`config.mk`:
```
export PLATFORM = sky130hd
export DESIGN_NAME = load_store_unit
export DESIGN_NICKNAME = d
export VERILOG_FILES = /design/src/rtl/lsu_pkg.sv /design/src/rtl/lsu_lane_align.sv /design/src/rtl/load_store_unit.sv
export SDC_FILE = /design/constraint.sdc
export NUM_CORES = 1
export LEC_CHECK = 0
export BUFFER_PORTS_ARGS = -buffer_cell sky130_fd_sc_hd__buf_4
export CELL_PAD_IN_SITES_DETAIL_PLACEMENT = 0
export CELL_PAD_IN_SITES_GLOBAL_PLACEMENT = 1
export CORE_MARGIN = 5
export CORE_UTILIZATION = 44
export CTS_BUF_LIST = sky130_fd_sc_hd__clkbuf_8
export DETAILED_ROUTE_END_ITERATION = 12
export PLACE_DENSITY = 0.95
export SLEW_MARGIN = 20
export SYNTH_ARGS = -nofsm -noshare
export SYNTH_HDL_FRONTEND = slang
export SYNTH_SLANG_ARGS = --single-unit
export TNS_END_PERCENT = 1
```
`constraint.sdc`:
```
create_clock -name clk -period 7.95 [get_ports clk]
set_input_delay 0.795 -clock clk [delete_from_list [all_inputs] [get_ports clk]]
set_output_delay 0.795 -clock clk [all_outputs]
set_load 0.05 [all_outputs]
```
`src/rtl/lsu_pkg.sv`:
```
// Shared types and constants for the load/store unit.
package lsu_pkg;

  typedef enum logic [2:0] {
    IDLE,
    READ_WAIT,
    WRITE,
    RESP,
    ERR
  } lsu_state_e;

  localparam logic [2:0] F3_B  = 3'b000;
  localparam logic [2:0] F3_H  = 3'b001;
  localparam logic [2:0] F3_W  = 3'b010;
  localparam logic [2:0] F3_BU = 3'b100;
  localparam logic [2:0] F3_HU = 3'b101;

  localparam logic [31:0] MMIO_ADDR_DEFAULT = 32'h0000_07fe;

endpackage

```
`src/rtl/lsu_lane_align.sv`:
```
// Combinational byte/halfword lane handling: load extract/extend and store merge.
module lsu_lane_align
  import lsu_pkg::*;
(
  input  logic [31:0] word,
  input  logic [1:0]  offset,
  input  logic [2:0]  funct3,
  input  logic [15:0] data,
  output logic [31:0] load_data,
  output logic [31:0] store_word
);

  logic [7:0]  byte_sel;
  logic [15:0] half_sel;

  always_comb begin
    byte_sel = word[{offset, 3'b000} +: 8];
    half_sel = word[{offset[1], 4'b0000} +: 16];

    load_data = word;
    case (funct3)
      F3_B:    load_data = {{24{byte_sel[7]}}, byte_sel};
      F3_BU:   load_data = {24'h000000, byte_sel};
      F3_H:    load_data = {{16{half_sel[15]}}, half_sel};
      F3_HU:   load_data = {16'h0000, half_sel};
      default: load_data = word;
    endcase

    store_word = word;
    case (funct3[1:0])
      2'b00:   store_word[{offset, 3'b000} +: 8] = data[7:0];
      2'b01:   store_word[{offset[1], 4'b0000} +: 16] = data[15:0];
      default: store_word = word;
    endcase
  end

endmodule

```
`src/rtl/load_store_unit.sv`:
```
// Load/store unit: maps byte/half/word accesses onto a single word-wide memory port,
// using read-modify-write for sub-word stores and a raw bypass for the display MMIO word.
module load_store_unit
  import lsu_pkg::*;
#(
  parameter int          READ_LATENCY = 2,
  parameter logic [31:0] MMIO_ADDR    = MMIO_ADDR_DEFAULT
) (
  input  logic        clk,
  input  logic        rst,
  input  logic        clk_enable,
  input  logic        req_valid,
  output logic        req_ready,
  input  logic        req_store,
  input  logic [2:0]  req_funct3,
  input  logic [31:0] req_addr,
  input  logic [31:0] req_wdata,
  output logic        resp_valid,
  output logic [31:0] resp_rdata,
  output logic        resp_err,
  output logic [31:0] mem_addr,
  output logic [31:0] mem_wdata,
  output logic        mem_we,
  input  logic [31:0] mem_rdata
);

  localparam int CW = (READ_LATENCY < 1) ? 1 : $clog2(READ_LATENCY + 1);

  lsu_state_e  state;
  logic [CW-1:0] cnt;
  logic        store_q;
  logic [2:0]  funct3_q;
  logic [15:0] wdata_q;

  logic        illegal;
  logic        misaligned;
  logic [31:0] load_data;
  logic [31:0] store_word;

  assign req_ready = (state == IDLE);

  always_comb begin
    if (req_store)
      illegal = req_funct3[2] || (req_funct3 == 3'b011);
    else
      illegal = (req_funct3 == 3'b011) || (req_funct3 == 3'b110) || (req_funct3 == 3'b111);
    misaligned = ((req_funct3[1:0] == 2'b01) && req_addr[0]) ||
                 ((req_funct3[1:0] == 2'b10) && (req_addr[1:0] != 2'b00));
  end

  // mem_addr still holds the request address, so its low bits select the lane
  lsu_lane_align u_align (
    .word       (mem_rdata),
    .offset     (mem_addr[1:0]),
    .funct3     (funct3_q),
    .data       (wdata_q),
    .load_data  (load_data),
    .store_word (store_word)
  );

  always_ff @(posedge clk or posedge rst) begin
    if (rst) begin
      state      <= IDLE;
      cnt        <= '0;
      store_q    <= 1'b0;
      funct3_q   <= '0;
      wdata_q    <= '0;
      resp_valid <= 1'b0;
      resp_err   <= 1'b0;
      resp_rdata <= '0;
      mem_addr   <= '0;
      mem_wdata  <= '0;
      mem_we     <= 1'b0;
    end else if (clk_enable) begin
      case (state)
        IDLE: begin
          if (req_valid) begin
            store_q    <= req_store;
            funct3_q   <= req_funct3;
            wdata_q    <= req_wdata[15:0];
            mem_addr   <= req_addr;
            resp_rdata <= '0;
            // Illegal funct3 wins over the MMIO bypass; alignment does not
            if (illegal) begin
              state      <= ERR;
              resp_valid <= 1'b1;
              resp_err   <= 1'b1;
            end else if (req_store && (req_addr == MMIO_ADDR)) begin
              state     <= WRITE;
              mem_wdata <= req_wdata;
              mem_we    <= 1'b1;
            end else if (misaligned) begin
              state      <= ERR;
              resp_valid <= 1'b1;
              resp_err   <= 1'b1;
            end else if (req_store && (req_funct3 == F3_W)) begin
              state     <= WRITE;
              mem_wdata <= req_wdata;
              mem_we    <= 1'b1;
            end else begin
              state <= READ_WAIT;
              cnt   <= CW'(READ_LATENCY);
            end
          end
        end
        READ_WAIT: begin
          if (cnt != '0) begin
            cnt <= cnt - 1'b1;
          end else if (store_q) begin
            state     <= WRITE;
            mem_wdata <= store_word;
            mem_we    <= 1'b1;
          end else begin
            state      <= RESP;
            resp_valid <= 1'b1;
            resp_rdata <= load_data;
          end
        end
        WRITE: begin
          mem_we     <= 1'b0;
          state      <= RESP;
          resp_valid <= 1'b1;
        end
        RESP: begin
          resp_valid <= 1'b0;
          state      <= IDLE;
        end
        ERR: begin
          resp_valid <= 1'b0;
          resp_err   <= 1'b0;
          state      <= IDLE;
        end
        default: state <= IDLE;
      endcase
    end
  end

endmodule
```
==> flow_metrics.py, run 1 <==
metrics = {
    "run_status": {
        "status": "completed",
    },
    "route": {
        "met2WireLength_um": 9760,
        "first_pass_iters": 7,
        "drt_iter0_markers": 715,
        "via_per_inst": 5.91,
        "ant_nets": 0,
        "routed-wl-met3_um": 2180,
        "wl_met1_um": 8270,
        "wl_per_cell_um": 20.7,
        "drc": 0,
        "num_vias": 5934,
        "highest_layer": "met4",
        "drt-total-wl_um": 20700,
    },
    "power": {
        "seqPwrFrac": 0.282,
        "powerDensity_nw_per_um2": 501,
        "power.switching_mw": 2.19,
        "internal_power_mw": 2.15,
        "p_comb_frac": 0.583,
        "p_leak_nw": 4.19,
        "ir_worst_vdd_mv": 0.311,
        "finalPower_mw": 4.35,
        "clockPowerShare": 0.135,
        "switching_share": 0.504,
    },
    "setup_path": {
        "crit_fanout": 33,
        "crit_chain": "nor3b_2, buf_4, nand3b_1, a2111oi_4, a221o_1",
        "crit_arrival_ns": 3.21,
        "critPathRequiredTime_ns": 8.33,
        "crit_path_end_kind": "flip-flop",
        "reg2reg_depth": 5,
        "critPathKind": "flip-flop to flip-flop",
        "slowest_stage": "a2111oi_4",
        "cp-start-kind": "flip-flop",
        "cpPeakStageDelay_ns": 0.91,
    },
    "logic_synthesis": {
        "synthCells": 617,
        "synth_largest_area_cell": "dfrtp_1",
        "synth_xor_area_frac": 0.00264,
        "synth-compound-area-share": 0.218,
        "yosys.cell_types.count": 58,
        "synth_fa_ha_area_frac": 0.0113,
        "syn_nets": 727,
        "ys_seq_area_frac": 0.467,
        "syn_area_per_cell_um2": 10.8,
        "syn-cell-area_um2": 6640,
        "ys_ff_latch": 124,
        "synth_most_common_cell": "dfrtp_1",
        "yosys-top-cells-count": "dfrtp_1, mux2_2, o21ai_0",
        "synth_top_cell_area_share": 0.467,
        "synth_flop_cell": "dfrtp_1",
        "synth_edf_count": 0,
        "ys_async_sr_fraction": 1.00,
        "ys_top_cells_by_area": "dfrtp_1, mux2_2, o21ai_0, a221o_1, o22ai_1",
        "synth_top_family_by_area": "compound AO/OA/AOI/OAI gates",
        "synthMuxAreaShare": 0.165,
        "synth_warnings": 0,
        "synthSimpleGateAreaFrac": 0.0778,
    },
    "timing": {
        "fmax_mhz": 353,
        "fin_crit_sh": 0.357,
        "hold_violations": 0,
        "fin_crit_ns": 2.84,
        "tns_ns": 0,
        "hold_slack_ns": 0.369,
        "maxSlewViolCount": 0,
        "max_slew_margin": 0.258,
        "rsz0062_at_grt": "false",
        "worstMarginPinSlew_ns": 1.10,
        "setup_viol": 0,
        "fin_skew_ns": 0.0127,
    },
    "global_route": {
        "grt-ovfl-total": 0,
        "grt_max_degree": 87,
        "track_usage": 0.234,
        "grt_pass1_wl_um": 32800,
        "grt_antenna_before_repair": 0,
        "grt_pass1_vias": 6028,
    },
    "clock_tree": {
        "clock-sinks": 124,
        "numCtsBuffers": 17,
        "root_buffer": "clkbuf_8",
        "cts_setup_buffers": 0,
        "cts_tree": "built",
        "clockBufferDepth": 2,
        "cts_resized": 0,
        "insertion_delay_ns": 0.45,
        "cts_hold_buffers": 0,
        "htree_levels": 4,
        "clkTransAtPathRegs_ns": 0.07,
    },
    "placed_design": {
        "hpwl_um": 15100,
        "placement.io_buffers": 203,
        "place_congestion": 0.880,
        "placed_cells": 972,
    },
    "job": {
        "drv_cap": 0,
    },
    "floorplan": {
        "die_width_um": 133,
        "coreArea_um2": 15000,
        "rows": 45,
        "die_height_um": 133,
        "die_area_um2": 17700,
        "io_pins": 204,
        "start_util": 0.442,
    },
    "final_layout": {
        "final_nets": 913,
        "final_util": 0.577,
        "diodes": 0,
        "layoutNonFillerInstCount": 1004,
        "drive_above_1_share": 0.400,
        "area_growth_pct": 30.6,
    },
    "hold_path": {
        "hold_class": "input pin to async pin",
    },
}
==> registers in the layout, indices dropped and copies added, names as in the netlist <==
name / count
mem_wdata: 32
store_q: 1
state: 3
wdata_q: 16
resp_rdata: 32
mem_we: 1
mem_addr: 32
resp_err: 1
cnt: 2
funct3_q: 3
resp_valid: 1
==> worst paths after layout <==
path                                           start                    endpoint  slack (ns)
setup / recovery                state[0]$_DFFE_PP0P_  resp_rdata[19]$_DFFE_PP0P_        5.11
hold / removal                                   rst    mem_addr[23]$_DFFE_PP0P_        0.37
setup reg to reg                state[0]$_DFFE_PP0P_  resp_rdata[19]$_DFFE_PP0P_        5.11
hold reg to reg            resp_rdata[3]$_DFFE_PP0P_   resp_rdata[3]$_DFFE_PP0P_        0.49
max in group asynchronous                        rst  resp_rdata[21]$_DFFE_PP0P_        6.44
min in group clk           resp_rdata[3]$_DFFE_PP0P_   resp_rdata[3]$_DFFE_PP0P_        0.49
==> placed cells by master (no fill, tap or decap), drive strengths merged, types with 9 or more instances in the layout <==
cell type	instances
clkinv	9
o21ai	45
dfrtp	124
nand2	30
a221o	22
nand3	12
nor2	15
clkbuf	18
mux2	70
a21oi	40
inv	44
o22ai	34
mux2i	21
a21o	10
buf	210
a22oi	9
==> kinds of logic (layout without fill, tap and decap cells) <==
| group | after synthesis | in the layout |
|---|---|---|
| DFF | 124 | 124 |
| adders and majority gates | 6 | 6 |
| muxes | 93 | 93 |
| AOI/OAI and AO/OA | 208 | 208 |
| xor gates and xnor gates | 2 | 2 |
| buffers and inverters | 88 | 287 |
| and+or+nand+nor | 96 | 96 |
==> stage by stage <==
stage	worst slack [ns]	cell area, um2
3_3_place_gp	4.73	8250
4_1_cts	5.02	8670
3_5_place_dp	4.70	8250
2_1_floorplan	3.86	6640
5_1_grt	4.90	8680
6_report	5.11	8680
==> critical path: cells and delay by family, from the launching register on <==
| family | cells | cell delay, ns |
|---|---|---|
| AO/OA/AOI/OAI | 2 | 1.13 |
| buffers and inverters | 1 | 0.35 |
| flip-flops | 1 | 0.57 |
| AND/OR/NAND/NOR | 2 | 0.71 |
==> power by group through the flow <==
stage / clock, mW / combinational, mW / sequential, mW
finish: 0.587 / 2.53 / 1.22
global route: 0.631 / 2.69 / 1.26
CTS: 0.601 / 2.54 / 1.22
detailed placement: 0 / 2.53 / 1.23
global placement: 0 / 2.50 / 1.22
floorplan: 0 / 1.02 / 1.98
==> metal layers <==
metal	vias up	global-route usage
met4	0	0.0756
met3	38	0.0814
met1	2867	0.299
met5	-	0
met2	315	0.373
li1	2714	-
==> cell type report <==
class                           instances  area (um2)
Tap cell                              188         235
Sequential cell                       124        3100
Clock inverter                         14         171
Timing Repair Buffer                  210        1580
Fill cell                            1302        6350
Inverter                               45         171
Multi-Input combinational cell        405        3170
Clock buffer                           18         248
Power figures use the tool's default switching activity.
==> run 2, diff against run 1 <==
ABC_AREA = 1   (was not set)
CORE_UTILIZATION = 35   (was 44)
PLACE_DENSITY = 0.87   (was 0.95)
clock period = 2.4 ns   (was 7.95 ns; I/O delays follow)
==> flow_metrics.py, run 2 <==
metrics = {
    "power": {
        "powerDensity_nw_per_um2": 1530,
        "ir_worst_vdd_mv": 0.872,
        "p_leak_nw": 5.04,
        "finalPower_mw": 14.9,
    },
    "timing": {
        "max_slew_margin": 0.503,
        "maxSlewViolCount": 0,
        "fin_skew_ns": 0.0123,
        "worstMarginPinSlew_ns": 0.745,
        "fin_crit_ns": 2.18,
        "hold_violations": 29,
        "rsz0062_at_grt": "false",
        "hold_slack_ns": -0.0455,
        "fmax_mhz": 460,
        "fin_crit_sh": 0.907,
        "worst_slack_ns": 0.224,
        "setup_viol": 0,
    },
    "floorplan": {
        "die_width_um": 157,
        "die_height_um": 157,
        "rows": 53,
        "io_pins": 204,
        "start_util": 0.358,
        "coreArea_um2": 21200,
        "die_area_um2": 24700,
    },
    "route": {
        "via_per_inst": 5.06,
        "wl_met1_um": 11200,
        "met2WireLength_um": 12500,
        "drt_iter0_markers": 560,
        "num_vias": 7670,
        "first_pass_iters": 7,
        "wl_per_cell_um": 17.9,
        "drc": 0,
        "ant_nets": 0,
        "drt-total-wl_um": 27100,
        "highest_layer": "met4",
        "routed-wl-met3_um": 2320,
    },
    "final_layout": {
        "fin_area_um2": 9750,
        "final_nets": 1341,
        "reg_top3": "mem_addr: 32 flops, mem_wdata: 32 flops, resp_rdata: 32 flops",
        "diodes": 0,
        "layout_commonest_cell": "nand2_1",
        "drive_above_1_share": 0.242,
        "layout_common_cells": "nand2_1, buf_4, inv_1",
        "area_growth_pct": 28.8,
    },
    "setup_path": {
        "critPathKind": "flip-flop to flip-flop",
        "crit_arrival_ns": 2.56,
        "crit_fanout": 14,
        "reg2reg_slack_ns": 0.22,
        "crit_path_end_kind": "flip-flop",
        "cp-start-kind": "flip-flop",
        "critPathRequiredTime_ns": 2.78,
    },
    "clock_tree": {
        "cts_hold_buffers": 4,
        "clockBufferDepth": 2,
        "insertion_delay_ns": 0.44,
        "numCtsBuffers": 17,
        "clkTransAtPathRegs_ns": 0.08,
        "clock-sinks": 124,
        "cts_tree": "built",
        "cts_setup_buffers": 0,
        "cts_resized": 0,
        "root_buffer": "clkbuf_8",
        "htree_levels": 4,
    },
    "logic_synthesis": {
        "synthCells": 1037,
        "yosys-top-cells-count": "nand2_1, inv_1, dfrtp_1",
        "ys_seq_area_frac": 0.410,
        "synth_flop_cell": "dfrtp_1",
        "syn_area_per_cell_um2": 7.30,
        "synth_warnings": 0,
        "synth_top_cell_area_share": 0.410,
        "ys_async_sr_fraction": 1.00,
        "yosys.cell_types.count": 40,
        "ys_top_cells_by_area": "dfrtp_1, nand2_1, o21ai_0, inv_1, nor2_1",
        "syn_nets": 1147,
        "synth_largest_area_cell": "dfrtp_1",
        "synth_most_common_cell": "nand2_1",
        "synth_edf_count": 0,
        "syn-cell-area_um2": 7570,
        "ys_ff_latch": 124,
    },
    "placed_design": {
        "placement.io_buffers": 203,
        "hpwl_um": 20600,
        "dpl_cell_area_um2": 9310,
        "preCtsSetupSlack_ns": 0.238,
        "place_congestion": 0.955,
    },
    "global_route": {
        "track_usage": 0.217,
        "grt_pass1_vias": 7432,
        "grt_pass1_wl_um": 41500,
        "grt_antenna_before_repair": 0,
        "grt_max_degree": 125,
        "grt-ovfl-total": 0,
    },
    "job": {
        "drv_cap": 0,
    },
    "run_status": {
        "status": "finished, violations left",
        "violations": "hold timing",
    },
    "hold_path": {
        "hold_class": "input pin to async pin",
    },
}
-- run 2: kinds of logic (layout without fill, tap and decap cells) --
group,after synthesis,after routing,share of synthesized area
AND/OR/NAND/NOR,429,429,0.241
adder cells (fa/ha/maj),6,6,0.00991
multiplexers,10,10,0.0149
flip-flops,124,124,0.410
buffers and inverters,190,395,0.108
AO/OA/AOI/OAI,278,278,0.217
-- run 2: worst max-delay path, stage by stage (launching register included) --
cell and delay [ns]:
dfrtp_1 0.70, inv_2 0.25, nand2_1 0.20, nand2_1 0.25, o21ai_0 0.27, a21oi_1 0.11
o21ai_0 0.18, nand2_1 0.07, nand2_1 0.09
-- run 2: report_power, final --
| part | internal [mW] | total, mW | switching (mW) |
|---|---|---|---|
| clock | 1.05 | 1.89 | 0.842 |
| combinational | 2.76 | 9.23 | 6.48 |
| sequential | 3.05 | 3.78 | 0.735 |
-- run 2: per-layer routing --
| layer | vias to the layer above | global-route usage |
|---|---|---|
| li1 | 3765 | - |
| met1 | 3533 | 0.272 |
| met2 | 314 | 0.351 |
| met3 | 58 | 0.0643 |
| met4 | 0 | 0.0934 |
| met5 | - | 0 |
-- run 2: worst paths after layout --
kind	startpoint	endpoint	depth (start not counted)
setup reg to reg	funct3_q[1]$_DFFE_PP0P_	mem_wdata[30]$_DFFE_PP0P_	8
hold / removal	rst	mem_addr[17]$_DFFE_PP0P_	3
setup / recovery	funct3_q[1]$_DFFE_PP0P_	mem_wdata[30]$_DFFE_PP0P_	8
hold reg to reg	resp_err$_DFFE_PP0P_	resp_err$_DFFE_PP0P_	2
max in group asynchronous	rst	resp_rdata[5]$_DFFE_PP0P_	3
min in group clk	req_addr[7]	mem_addr[7]$_DFFE_PP0P_	2
-- run 2: cell type report --
cell class	count	area [um2]
Clock buffer	19	262
Clock inverter	11	129
Inverter	135	510
Multi-Input combinational cell	723	3650
Fill cell	2198	11400
Tap cell	275	344
Timing Repair Buffer	230	1750
Sequential cell	124	3100
-- run 2: metrics by stage --
| stage | TNS (ns) | instances | util |
|---|---|---|---|
| floorplan | -1.78 | 1037 | - |
| global placement | 0 | 1482 | 0.440 |
| detailed placement | 0 | 1482 | 0.440 |
| CTS | 0 | 1516 | 0.461 |
| global route | 0 | 1517 | 0.461 |
| finish | 0 | 1517 | 0.461 |
